### config.mk
export PLATFORM = sky130hd
export DESIGN_NAME = bbg_burst_ctrl_flat
export DESIGN_NICKNAME = d
export VERILOG_FILES = /design/src/rtl/bbg_burst_ctrl_pkg.sv /design/src/rtl/bbg_burst_ctrl_if.sv /design/src/rtl/bbg_burst_ctrl_sym_tick_gen.sv /design/src/rtl/bbg_burst_ctrl.sv /design/src/flat_wrapper.sv
export SDC_FILE = /design/constraint.sdc
export NUM_CORES = 1
export LEC_CHECK = 0
export CAP_MARGIN = 20
export CORE_MARGIN = 2
export CORE_UTILIZATION = 68
export CTS_BUF_LIST = sky130_fd_sc_hd__clkbuf_4
export DETAILED_ROUTE_END_ITERATION = 12
export HOLD_SLACK_MARGIN = 0.02
export PLACE_DENSITY = 0.87
export SKIP_CTS_REPAIR_TIMING = 1
export SYNTH_ARGS = -nofsm -noshare
export SYNTH_HDL_FRONTEND = slang
export SYNTH_SLANG_ARGS = --single-unit
### constraint.sdc
create_clock -name clk -period 16.4 [get_ports clk]
set_input_delay 2.46 -clock clk [delete_from_list [all_inputs] [get_ports clk]]
set_output_delay 2.46 -clock clk [all_outputs]
set_load 0.03 [all_outputs]
### src/rtl/bbg_burst_ctrl_pkg.sv
// Shared types and constants for the baseband burst scheduler.
package bbg_pkg;

  typedef enum logic [2:0] {
    IDLE,
    RAMP_UP,
    DATA,
    RAMP_DOWN,
    GAP
  } state_t;

  localparam logic [15:0] GAIN_MAX = 16'd32767;
  localparam int unsigned GAIN_SH  = 15;

  // Linear envelope point: k << (15 - sh), clamped to full scale.
  function automatic logic [15:0] ramp_gain(input logic [7:0] k, input logic [2:0] sh);
    logic [22:0] v;
    v = (23'(k) << GAIN_SH) >> sh;
    ramp_gain = (v > 23'(GAIN_MAX)) ? GAIN_MAX : 16'(v);
  endfunction

endpackage

### src/rtl/bbg_burst_ctrl_if.sv
// Control, configuration, I/Q and status bundle of the burst scheduler.
interface bbg_burst_ctrl_if #(
  parameter int DW  = 16,
  parameter int SDW = 16,
  parameter int LW  = 16
);
  logic                 start;
  logic                 stop;
  logic [SDW-1:0]       sym_div;
  logic [LW-1:0]        burst_len;
  logic [LW-1:0]        gap_len;
  logic [2:0]           ramp_sh;
  logic [7:0]           burst_num;
  logic signed [DW-1:0] i_in;
  logic signed [DW-1:0] q_in;
  logic signed [DW-1:0] i_out;
  logic signed [DW-1:0] q_out;
  logic                 cke;
  logic                 den;
  logic [15:0]          gain;
  logic                 busy;
  logic                 frame_sync;
  logic                 burst_done;

  modport master (
    output start, stop, sym_div, burst_len, gap_len, ramp_sh, burst_num, i_in, q_in,
    input  i_out, q_out, cke, den, gain, busy, frame_sync, burst_done
  );

  modport slave (
    input  start, stop, sym_div, burst_len, gap_len, ramp_sh, burst_num, i_in, q_in,
    output i_out, q_out, cke, den, gain, busy, frame_sync, burst_done
  );
endinterface

### src/rtl/bbg_burst_ctrl_sym_tick_gen.sv
// Loadable symbol-rate divider: tick on the first cycle after load, then every div+1 clocks.
module sym_tick_gen #(
  parameter int SDW = 16
) (
  input  logic           clk,
  input  logic           rst,
  input  logic           clear,
  input  logic           load,
  input  logic [SDW-1:0] div,
  output logic           tick
);

  logic [SDW-1:0] period;
  logic [SDW-1:0] cnt;
  logic           run;

  always_ff @(posedge clk or posedge rst) begin
    if (rst) begin
      period <= '0;
      cnt    <= '0;
      run    <= 1'b0;
    end else if (clear) begin
      cnt <= '0;
      run <= 1'b0;
    end else if (load) begin
      period <= div;
      cnt    <= '0;
      run    <= 1'b1;
    end else if (run) begin
      cnt <= (cnt == period) ? '0 : cnt + SDW'(1);
    end
  end

  assign tick = run && (cnt == '0);

endmodule

### src/rtl/bbg_burst_ctrl.sv
// Burst scheduler: symbol strobe, data window, burst sequencing and power-ramp gain on I/Q.
module bbg_burst_ctrl
  import bbg_pkg::*;
#(
  parameter int DW  = 16,
  parameter int SDW = 16,
  parameter int LW  = 16
) (
  input  logic           clk,
  input  logic           rst,
  bbg_burst_ctrl_if.slave bus
);

  state_t         state, state_n;
  logic [7:0]     k, k_n;
  logic [15:0]    gain_q, gain_n;
  logic [LW-1:0]  cnt, cnt_n;
  logic [7:0]     bcnt, bcnt_n;
  logic           fs_q, fs_n;
  logic           bd_q, bd_n;
  logic           stop_pend;
  logic           cke;

  logic [LW-1:0]  burst_len_q;
  logic [LW-1:0]  gap_len_q;
  logic [2:0]     ramp_sh_q;
  logic [7:0]     burst_num_q;

  logic           start_acc;
  logic           stop_eff;
  logic [LW-1:0]  blen_m1;
  logic [LW-1:0]  gap_m1;
  logic [7:0]     ramp_top;
  logic           last_burst;

  logic signed [DW+16:0] prod_i;
  logic signed [DW+16:0] prod_q;
  logic signed [DW-1:0]  i_q;
  logic signed [DW-1:0]  q_q;

  assign start_acc  = (state == IDLE) && bus.start && !bus.stop;
  assign stop_eff   = stop_pend || bus.stop;
  assign blen_m1    = (burst_len_q == '0) ? '0 : burst_len_q - LW'(1);
  assign gap_m1     = gap_len_q - LW'(1);
  assign ramp_top   = 8'd1 << ramp_sh_q;
  assign last_burst = (burst_num_q != 8'd0) && (bcnt == burst_num_q - 8'd1);

  sym_tick_gen #(.SDW(SDW)) u_tick (
    .clk   (clk),
    .rst   (rst),
    .clear (state_n == IDLE),
    .load  (start_acc),
    .div   (bus.sym_div),
    .tick  (cke)
  );

  always_ff @(posedge clk or posedge rst) begin
    if (rst) begin
      burst_len_q <= '0;
      gap_len_q   <= '0;
      ramp_sh_q   <= '0;
      burst_num_q <= '0;
    end else if (start_acc) begin
      burst_len_q <= bus.burst_len;
      gap_len_q   <= bus.gap_len;
      ramp_sh_q   <= bus.ramp_sh;
      burst_num_q <= bus.burst_num;
    end
  end

  always_ff @(posedge clk or posedge rst) begin
    if (rst) begin
      state     <= IDLE;
      k         <= '0;
      cnt       <= '0;
      bcnt      <= '0;
      gain_q    <= '0;
      fs_q      <= 1'b0;
      bd_q      <= 1'b0;
      stop_pend <= 1'b0;
    end else begin
      state  <= state_n;
      k      <= k_n;
      cnt    <= cnt_n;
      bcnt   <= bcnt_n;
      gain_q <= gain_n;
      fs_q   <= fs_n;
      bd_q   <= bd_n;
      if (state_n == IDLE)
        stop_pend <= 1'b0;
      else if (bus.stop)
        stop_pend <= 1'b1;
    end
  end

  always_comb begin
    state_n = state;
    k_n     = k;
    cnt_n   = cnt;
    bcnt_n  = bcnt;
    gain_n  = gain_q;
    fs_n    = 1'b0;
    bd_n    = 1'b0;
    unique case (state)
      IDLE: begin
        if (start_acc) begin
          state_n = RAMP_UP;
          k_n     = '0;
          cnt_n   = '0;
          bcnt_n  = '0;
          gain_n  = '0;
        end
      end
      RAMP_UP: begin
        if (cke) begin
          if (stop_eff) begin
            state_n = RAMP_DOWN;
          end else begin
            k_n = k + 8'd1;
            if (k_n == ramp_top) begin
              state_n = DATA;
              gain_n  = GAIN_MAX;
              cnt_n   = '0;
              fs_n    = 1'b1;
            end else begin
              gain_n = ramp_gain(k_n, ramp_sh_q);
            end
          end
        end
      end
      DATA: begin
        if (cke) begin
          if (stop_eff || cnt == blen_m1)
            state_n = RAMP_DOWN;
          else
            cnt_n = cnt + LW'(1);
        end
      end
      RAMP_DOWN: begin
        if (cke) begin
          // k can already be 0 when a stop hit on the first ramp-up strobe.
          if (k <= 8'd1) begin
            k_n    = '0;
            gain_n = '0;
            bd_n   = 1'b1;
            cnt_n  = '0;
            if (stop_eff || last_burst) begin
              state_n = IDLE;
            end else begin
              if (burst_num_q != 8'd0)
                bcnt_n = bcnt + 8'd1;
              state_n = (gap_len_q == '0) ? RAMP_UP : GAP;
            end
          end else begin
            k_n    = k - 8'd1;
            gain_n = ramp_gain(k_n, ramp_sh_q);
          end
        end
      end
      GAP: begin
        if (cke) begin
          if (stop_eff) begin
            state_n = IDLE;
          end else if (cnt == gap_m1) begin
            state_n = RAMP_UP;
            cnt_n   = '0;
          end else begin
            cnt_n = cnt + LW'(1);
          end
        end
      end
      default: state_n = IDLE;
    endcase
  end

  assign prod_i = bus.i_in * $signed({1'b0, gain_q});
  assign prod_q = bus.q_in * $signed({1'b0, gain_q});

  always_ff @(posedge clk or posedge rst) begin
    if (rst) begin
      i_q <= '0;
      q_q <= '0;
    end else begin
      i_q <= DW'(prod_i >>> GAIN_SH);
      q_q <= DW'(prod_q >>> GAIN_SH);
    end
  end

  assign bus.i_out      = i_q;
  assign bus.q_out      = q_q;
  assign bus.cke        = cke;
  assign bus.den        = (state == DATA);
  assign bus.gain       = gain_q;
  assign bus.busy       = (state != IDLE);
  assign bus.frame_sync = fs_q;
  assign bus.burst_done = bd_q;

endmodule
### src/flat_wrapper.sv
// flat-port wrapper written by rule: the top's interface ports become plain ports
module bbg_burst_ctrl_flat import bbg_pkg::*;
#(
  parameter int DW  = 16,
  parameter int SDW = 16,
  parameter int LW  = 16
)
  (clk, rst, bus_start, bus_stop, bus_sym_div, bus_burst_len, bus_gap_len, bus_ramp_sh, bus_burst_num, bus_i_in, bus_q_in, bus_i_out, bus_q_out, bus_cke, bus_den, bus_gain, bus_busy, bus_frame_sync, bus_burst_done);
  bbg_burst_ctrl_if #(.DW(DW), .SDW(SDW), .LW(LW)) bus_i ();
  input  logic clk;
  input  logic rst;
  input wire logic [$bits(bus_i.start)-1:0] bus_start;
  input wire logic [$bits(bus_i.stop)-1:0] bus_stop;
  input wire logic [$bits(bus_i.sym_div)-1:0] bus_sym_div;
  input wire logic [$bits(bus_i.burst_len)-1:0] bus_burst_len;
  input wire logic [$bits(bus_i.gap_len)-1:0] bus_gap_len;
  input wire logic [$bits(bus_i.ramp_sh)-1:0] bus_ramp_sh;
  input wire logic [$bits(bus_i.burst_num)-1:0] bus_burst_num;
  input wire logic [$bits(bus_i.i_in)-1:0] bus_i_in;
  input wire logic [$bits(bus_i.q_in)-1:0] bus_q_in;
  output wire logic [$bits(bus_i.i_out)-1:0] bus_i_out;
  output wire logic [$bits(bus_i.q_out)-1:0] bus_q_out;
  output wire logic [$bits(bus_i.cke)-1:0] bus_cke;
  output wire logic [$bits(bus_i.den)-1:0] bus_den;
  output wire logic [$bits(bus_i.gain)-1:0] bus_gain;
  output wire logic [$bits(bus_i.busy)-1:0] bus_busy;
  output wire logic [$bits(bus_i.frame_sync)-1:0] bus_frame_sync;
  output wire logic [$bits(bus_i.burst_done)-1:0] bus_burst_done;
  assign bus_i.start = bus_start;
  assign bus_i.stop = bus_stop;
  assign bus_i.sym_div = bus_sym_div;
  assign bus_i.burst_len = bus_burst_len;
  assign bus_i.gap_len = bus_gap_len;
  assign bus_i.ramp_sh = bus_ramp_sh;
  assign bus_i.burst_num = bus_burst_num;
  assign bus_i.i_in = bus_i_in;
  assign bus_i.q_in = bus_q_in;
  assign bus_i_out = bus_i.i_out;
  assign bus_q_out = bus_i.q_out;
  assign bus_cke = bus_i.cke;
  assign bus_den = bus_i.den;
  assign bus_gain = bus_i.gain;
  assign bus_busy = bus_i.busy;
  assign bus_frame_sync = bus_i.frame_sync;
  assign bus_burst_done = bus_i.burst_done;
  bbg_burst_ctrl #(.DW(DW), .SDW(SDW), .LW(LW)) u_core (.clk(clk), .rst(rst), .bus(bus_i));
endmodule
# Yosys cells after proc, flatten, opt, wreduce, memory -nomap -nowiden
# Index checks and enable logic that the tools add are counted.
word_totals:
  regBits: 162
  latchBits: 0
  input_bits: 95
  ramBits: 0
  memories: 0
  output_inout_bits: 53
  rom_bits: 0
  word_cells: 141
op_classes:
  multipliers: 2
  eq_ne: 21
  reduce_logical: 25
  muxes: 61
  bitwise: 1
  div: 0
  n_addsub: 8
  shifts: 3
  magnitude_cmp: 3
ops:
  columns: ["operator", "count"]
  rows:
  - ["$mux 16", 23]
  - ["$pmux 16 s5", 1]
  - ["$mux 8", 9]
  - ["$mul 16x17->31", 2]
  - ["$eq 16x16->1", 3]
  - ["$logic_not 16->1", 3]
  - ["$pmux 16 s3", 1]
  - ["$gt 23x15->1 const B", 2]
  - ["$shr 23x3->23", 2]
  - ["$mux 3", 13]
  - ["$add 16x1->16 const B", 2]
  - ["$sub 16x1->16 const B", 2]
  - ["$pmux 8 s3", 1]
  - ["$add 8x1->8 const B", 2]
  - ["$eq 8x8->1", 2]
  - ["$ne 2x2->1 const B", 8]
  - ["$pmux 8 s2", 1]
  - ["$sub 8x1->8 const B", 2]
  - ["$pmux 3 s5", 1]
  - ["$mux 1", 11]
  - ["$reduce_and 11->1", 1]
  - ["$reduce_bool 3->1", 3]
  - ["$le 8x1->1 const B", 1]
  - ["$ne 2x1->1 const B", 4]
  - ["15 further kinds", 24]

# Longest topological paths before layout
# Gate-level depths: netlist of run 1.
logic_depth:
  depth_word: 11
  depth_mapped: 26
  mapped_depth_nobuf: 24

# By module
# A second synthesis of run 1 with hierarchy kept.
hier_totals:
  cells_unflattened: 2608
  area_unflattened_um2: 23212.3
by_module_without_submodules:
  columns: ["module", "area_per_inst_um2", "cells_each", "seq_area_each_um2", "n_inst"]
  rows:
  - ["bbg_burst_ctrl", 21413.0, 2439, 3052.9, 1]
  - ["sym_tick_gen", 1799.2, 169, 825.8, 1]

# Worst setup path before layout of run 1
# No wires, ideal clock.
synth_path:
  path_type: "input to register"
  from: "input port bus_i_in[1]"
  to: "register u_core.i_q[14] (netlist: u_core.bus.i_out[14])"
  path_slack_ns: 7.678
  cell_stages: 23
  required_ns: 16.284
  arrival_ns: 8.606
  cell_sequence: "clkbuf_1 -> nand2_1 -> fa_1 -> inv_1 -> fa_1 -> inv_1 -> fa_1 -> fa_1 -> inv_1 -> fa_1 -> inv_1 -> fa_1 -> inv_1 -> ha_1 -> a21o_1 -> a211o_1 -> a311oi_1 -> a211oi_1 -> o21ai_0 -> a41oi_1 -> a41oi_1 -> or4b_2 -> o311ai_0"
synth_between:
  elab_chain_len: 1
synth_lines:
  columns: ["element", "line_no", "rtl"]
  rows:
  - ["start: declaration", "flat_wrapper.sv:19", "input wire logic [$bits(bus_i.i_in)-1:0] bus_i_in;"]
  - ["$mul 16x17->31", "bbg_burst_ctrl.sv:176", "assign prod_i = bus.i_in * $signed({1'b0, gain_q});"]
  - ["named net u_core.prod_i[29]", "bbg_burst_ctrl.sv:36", "logic signed [DW+16:0] prod_i;"]
  - ["end signal: assignment", "bbg_burst_ctrl.sv:184", "i_q <= DW'(prod_i >>> GAIN_SH);"]
  - ["end: declaration", "bbg_burst_ctrl.sv:38", "logic signed [DW-1:0] i_q;"]
# The timed path passes the listed nets, and every way through them passes these cells.
# A chain may end at the register's enable or synchronous reset.

# Final worst setup path of run 1
layout_path:
  from: "input port bus_i_in[6]"
  to: "register u_core.i_q[14] (netlist: u_core.bus.i_out[14])"
# The elaborated chain is that of the path after synthesis.

==> impl_metrics.env, run 1 <==
export IMPL_critPathCapture="u_core.bus.i_out[14]"
export IMPL_r2r_cells=21
export IMPL_setup_worst_path_class="input port to flop"
export IMPL_min_path_type="flop to flop"
export IMPL_gp_congestion=0.959
export IMPL_grtUsageTotal_pct=32.2
export IMPL_timing_rr_end="u_core.bus.i_out[14]"
export IMPL_worst_slew_pin_slew_ns=1.11
export IMPL_crit_fanout=14
export IMPL_synth_edf_count=0
export IMPL_final_hold_violation_count=0
export IMPL_synthFlopType="dfrtp_1"
export IMPL_ys_types=88
export IMPL_vias=18711
export IMPL_fin_skew_ns=0.0364
export IMPL_ys_ff_latch=155
export IMPL_clockRootBuffer="clkbuf_4"
export IMPL_async_flop_share_pct=100
export IMPL_layout_nets=3333
export IMPL_cts_tree="yes"
export IMPL_avgSynthCellArea_um2=8.76
export IMPL_slowest_delay_ns=0.76
export IMPL_worstHoldStart="u_core.u_tick.period[13]"
export IMPL_path_depth=23
export IMPL_coreArea_mm2=0.0336
export IMPL_grt_pass1_wl_um=92700
export IMPL_chipWidth_um=189
export IMPL_postLayoutCoreUtil_pct=74.6
export IMPL_ant_nets=0
export IMPL_path_cells="clkdlybuf4s50_1 > xor2_1 > xor2_1 > and2_1 > inv_1 > fa_1 > fa_1 > fa_1 > inv_1 > fa_1 > inv_1 > fa_1 > inv_1 > ha_1 > a21o_1 > a211o_1 > a311oi_1 > a211oi_1 > o21ai_0 > a41oi_1 > a41oi_1 > or4b_2 > o311ai_0"
export IMPL_cp_startpoint="bus_i_in[6]"
export IMPL_slowest_stage="clkdlybuf4s50_1"
export IMPL_area_growth_pct=7.97
export IMPL_dp_hpwl_um=43300
export IMPL_critical_path_top_delay_family="adder cells"
export IMPL_synth_most_common_cell="inv_1"
export IMPL_drive_gt1_share_pct=3.06
export IMPL_ys_seq_area_share_pct=16.7
export IMPL_critPathRequiredTime_ns=16.96
export IMPL_h_tree_depth=4
export IMPL_cts_buffers=17
export IMPL_crit_top_cell="fa_1"
export IMPL_tns_ns=0
export IMPL_maxCapViolCount=0
export IMPL_period_needed_ns=9.32
export IMPL_viasPerCell=5.92
export IMPL_synth_area_top_cells="fa_1 27%, dfrtp_1 17%, ha_1 12%"
export IMPL_port_buffers=147
export IMPL_fmax_ghz=0.107
export IMPL_finalCritPeriodShare_pct=56.8
export IMPL_die_area_mm2=0.0357
export IMPL_num_rows=67
export IMPL_status="finished clean"
export IMPL_r2r_setup_slack_ns=8.78
export IMPL_r2r_start="u_core.bus.gain[7]"
export IMPL_io_pins=148
export IMPL_worstPathArrival_ns=9.88
export IMPL_drcViolationCount=0
export IMPL_start_util_pct=69.1
export IMPL_yosys_warnings=0
export IMPL_die_h_um=189
export IMPL_cts_max_path_buffers=2
export IMPL_end_kind="flop"
export IMPL_syn_area_mm2=0.0232
export IMPL_synth_top_area_cell="fa_1"
export IMPL_grt_max_degree=92
export IMPL_slew_viol_final=0
export IMPL_rsz0062_at_grt="false"
export IMPL_wl_per_cell_um=17.5
export IMPL_grt_ovfl_total=0
export IMPL_n_fill_cell=2400
export IMPL_setup_violations=0
export IMPL_first_pass_iters=8
export IMPL_worst_setup_path_start_kind="input port"
export IMPL_maxSlewHeadroom_pct=25.1
export IMPL_synth_common_cells="469 x inv_1, 420 x nand2_1, 310 x fa_1"
export IMPL_drtIter0Drc=1521
export IMPL_synth_top_area_share_pct=26.7
export IMPL_clk_pin_slew_worst_paths_ns=0.17
export IMPL_clk_latency_ns=0.66
export IMPL_clock_sinks=155
export IMPL_drt_total_wl_um=55100
export IMPL_antenna_found_initial=2
export IMPL_postSynthCellCount=2653
export IMPL_syn_nets=3290
export IMPL_path_buf_inv=5
export IMPL_grt_pass1_vias=19620
stage by stage:
stage / hold WS [ns] / cell area [um^2] / setup slack [ns] / std cells
2_1_floorplan: 0.467 / 23200 / 7.68 / 2653
3_3_place_gp: 0.484 / 24800 / 6.66 / 3123
3_5_place_dp: 0.484 / 24800 / 6.49 / 3123
4_1_cts: 0.515 / 25000 / 7.18 / 3155
5_1_grt: 0.544 / 25100 / 6.73 / 3158
6_report: 0.513 / 25100 / 7.08 / 3158
cells by family after synthesis:
kind of cell	Yosys count	share of synthesized area, %
multiplexers	22	1.07
AO/OA/AOI/OAI	292	8.36
adder cells (fa/ha/maj)	545	39.3
flip-flops	155	16.7
AND/OR/NAND/NOR	890	19.0
XOR/XNOR	142	5.43
buffers and inverters	607	10.1
worst register-to-register path, delay by kind of cell (launching register included):
kind	cells	cell delay (ns)
simple gates	2	0.85
compound gates	8	2.29
buf+inv	4	0.67
flops	1	0.44
fa+ha+maj	7	3.32
final cells by class:
type	instances	area [um^2]	share of cell area, %
flip-flops and latches	155	3880	15.5
repair buffers	162	1620	6.44
clock buffers	17	128	0.509
diodes	1	2.50	0.00997
clock inverters	15	130	0.519
inverters	469	1770	7.04
multi-input cells	1891	17000	67.8
well taps	448	561	2.23
state kept, by name (all words and copies together), names as in the netlist:
| register | count |
|---|---|
| u_core.cnt | 16 |
| u_core.ramp_sh_q | 3 |
| u_core.k | 8 |
| u_core.u_tick.cnt | 16 |
| u_core.burst_len_q | 16 |
| u_core.u_tick.period | 16 |
| u_core.bus.q_out | 16 |
| u_core.bus.i_out | 16 |
| u_core.bus.gain | 9 |
| u_core.state | 3 |
| u_core.stop_pend | 1 |
| u_core.gap_len_q | 16 |
| u_core.bus.frame_sync | 1 |
| u_core.burst_num_q | 8 |
| u_core.u_tick.run | 1 |
| u_core.bus.burst_done | 1 |
| u_core.bcnt | 8 |
layer usage:
metal / GRT usage, % / vias to the layer above / wire length, um
met4: 13.5 / 2 / 2040
met2: 55.4 / 870 / 27200
li1: - / 8517 / -
met3: 5.41 / 163 / 4410
met5: 0 / - / 13
met1: 40.5 / 9159 / 21500
layout by cell type, fill, tap and decap left out, types with 70 or more instances in the layout:
cell             Yosys  routed
inv_1              469     468
fa_1               310     310
nand2_1            420     419
ha_1               232     232
and2_1             128     127
xnor2_1             96      96
clkdlybuf4s50_1      0     147
nor2_1              70      70
o21ai_0             72      72
dfrtp_1            155     155
how the worst min path moves through the flow:
stage | endpoint | slack [ns] | cells past startpoint
after CTS | u_core.u_tick.period[13] | 0.52 | 2
after detailed placement | u_core.u_tick.period[13] | 0.48 | 2
after global routing | u_core.u_tick.period[7] | 0.54 | 2
final | u_core.u_tick.period[13] | 0.51 | 2
after floorplan | u_core.u_tick.period[10] | 0.47 | 2
after global placement | u_core.u_tick.period[9] | 0.48 | 2
Power of run 1 is left out: the tool's default activity adds up to more than one toggle a clock period on the data nets, which glitch-free logic cannot reach.
==> run 2, diff against run 1 <==
- CORE_UTILIZATION: 68 -> 57
- PLACE_DENSITY: 0.87 -> 0.77
- clock period: 16.4 -> 8.45 ns (I/O delays scaled with it)
==> impl_metrics.env, run 2 (same netlist as run 1, synthesis figures left out) <==
export IMPL_status="finished clean"
export IMPL_drcViolationCount=0
export IMPL_cts_buffers=17
export IMPL_die_area_mm2=0.0424
export IMPL_timing_rr_end="u_core.bus.q_out[15]"
export IMPL_area_growth_pct=8.98
export IMPL_slowest_delay_ns=0.62
export IMPL_worst_setup_path_start_kind="input port"
export IMPL_coreArea_mm2=0.0400
export IMPL_cts_max_path_buffers=2
export IMPL_finalCritPeriodShare_pct=90.6
export IMPL_end_kind="flop"
export IMPL_fin_skew_ns=0.0210
export IMPL_r2r_cells=24
export IMPL_mostFrequentLayoutCells="468 x inv_1, 419 x nand2_1, 310 x fa_1, 232 x ha_1, 155 x dfrtp_1"
export IMPL_slowest_stage="or4b_2"
export IMPL_grt_pass1_wl_um=91300
export IMPL_worstPathArrival_ns=8.20
export IMPL_fin_ws_ns=0.792
export IMPL_rsz0062_at_grt="false"
export IMPL_layout_nets=3352
export IMPL_grt_max_degree=92
export IMPL_crit_top_cell="fa_1"
export IMPL_setup_violations=0
export IMPL_maxSlewHeadroom_pct=32.3
export IMPL_first_pass_iters=6
export IMPL_n_fill_cell=3351
export IMPL_fin_area_mm2=0.0253
export IMPL_grtUsageTotal_pct=27.0
export IMPL_start_util_pct=58.1
export IMPL_vias=18266
export IMPL_r2r_start="u_core.bus.gain[7]"
export IMPL_worst_slew_pin_slew_ns=1.01
export IMPL_dp_slack_ns=0.200
export IMPL_chipWidth_um=206
export IMPL_path_cells="clkdlybuf4s50_1 > buf_4 > and2_1 > fa_1 > inv_1 > fa_1 > fa_1 > fa_1 > inv_1 > fa_1 > inv_1 > fa_1 > inv_1 > ha_1 > a21o_1 > a211o_1 > a311oi_1 > a211oi_1 > o21ai_0 > buf_4 > a41oi_1 > a41oi_1 > or4b_2 > o311ai_0"
export IMPL_dp_hpwl_um=43000
export IMPL_crit_fanout=9
export IMPL_grt_pass1_vias=18970
export IMPL_ant_nets=0
export IMPL_r2r_setup_slack_ns=1.05
export IMPL_wl_per_cell_um=16.5
export IMPL_drive_gt1_share_pct=3.67
export IMPL_drt_total_wl_um=53800
export IMPL_clockRootBuffer="clkbuf_4"
export IMPL_slew_viol_final=0
export IMPL_cts_tree="yes"
export IMPL_grt_ovfl_total=0
export IMPL_tns_ns=0
export IMPL_clk_pin_slew_worst_paths_ns=0.14
export IMPL_critPathRequiredTime_ns=8.99
export IMPL_drtIter0Drc=1054
export IMPL_clock_sinks=155
export IMPL_antenna_found_initial=4
export IMPL_setup_worst_path_class="input port to flop"
export IMPL_fin_cells=3256
export IMPL_h_tree_depth=4
export IMPL_dp_cells=3220
export IMPL_fmax_ghz=0.131
export IMPL_placed_area_mm2=0.0250
export IMPL_gp_congestion=0.920
export IMPL_period_needed_ns=7.66
export IMPL_critPathCapture="u_core.bus.i_out[14]"
export IMPL_port_buffers=147
export IMPL_clk_latency_ns=0.66
export IMPL_viasPerCell=5.61
export IMPL_cp_startpoint="bus_i_in[1]"
export IMPL_die_h_um=206
export IMPL_final_hold_violation_count=0
export IMPL_final_common_cell="inv_1"
export IMPL_min_path_type="flop to flop"
export IMPL_maxCapViolCount=0
export IMPL_num_rows=73
export IMPL_io_pins=148
[run 2: changes by cell type in the layout (fill, tap and decap cells not counted), sizes merged]
cell	before	now
clkinvlp	2	3
bufinv	0	1
buf	15	34
clkinv	6	4
diode	1	3
[run 2: area by class of cell]
class	count	area, um^2	area share [%]
tap	525	657	2.59
clock inverter	15	139	0.548
multi-input combinational	1891	17000	67.2
timing repair buffer	181	1740	6.87
sequential	155	3880	15.3
inverter	469	1770	6.97
antenna	3	7.51	0.0296
clock buffer	17	128	0.504
[run 2: how the worst min path moves through the flow]
stage / from / endpoint / slack, ns / depth (start not counted)
2_1_floorplan: u_core.u_tick.period[10] / u_core.u_tick.period[10] / 0.47 / 2
4_1_cts: u_core.u_tick.period[13] / u_core.u_tick.period[13] / 0.53 / 2
5_1_grt: u_core.u_tick.period[10] / u_core.u_tick.period[10] / 0.54 / 2
3_3_place_gp: u_core.u_tick.period[13] / u_core.u_tick.period[13] / 0.49 / 2
6_report: u_core.u_tick.period[10] / u_core.u_tick.period[10] / 0.51 / 2
3_5_place_dp: u_core.u_tick.period[13] / u_core.u_tick.period[13] / 0.49 / 2
[run 2: per-layer routing]
layer  track usage, %  vias to the layer above  routed length (um)
li1                 -                     8564                   -
met1             34.7                     9056               22200
met2             46.9                      547               27000
met3             3.37                       97                3010
met4             10.2                        2                1500
met5                0                        -                  13
[run 2: per-stage QoR]
step / hold slack, ns / util [%]
final: 0.514 / 63.3
after global routing: 0.537 / 63.3
after CTS: 0.526 / 63.2
after detailed placement: 0.493 / 62.6
after global placement: 0.486 / 62.6
after floorplan: 0.467 / -
[run 2: worst max-delay path: cells and delay by family]
family / cells / cell delay [ns]
AOI/OAI and AO/OA: 8 / 1.89
adders and majority gates: 7 / 3.24
buffers and inverters: 7 / 1.00
and+or+nand+nor: 2 / 0.80
Power of run 2 is left out for the same reason.
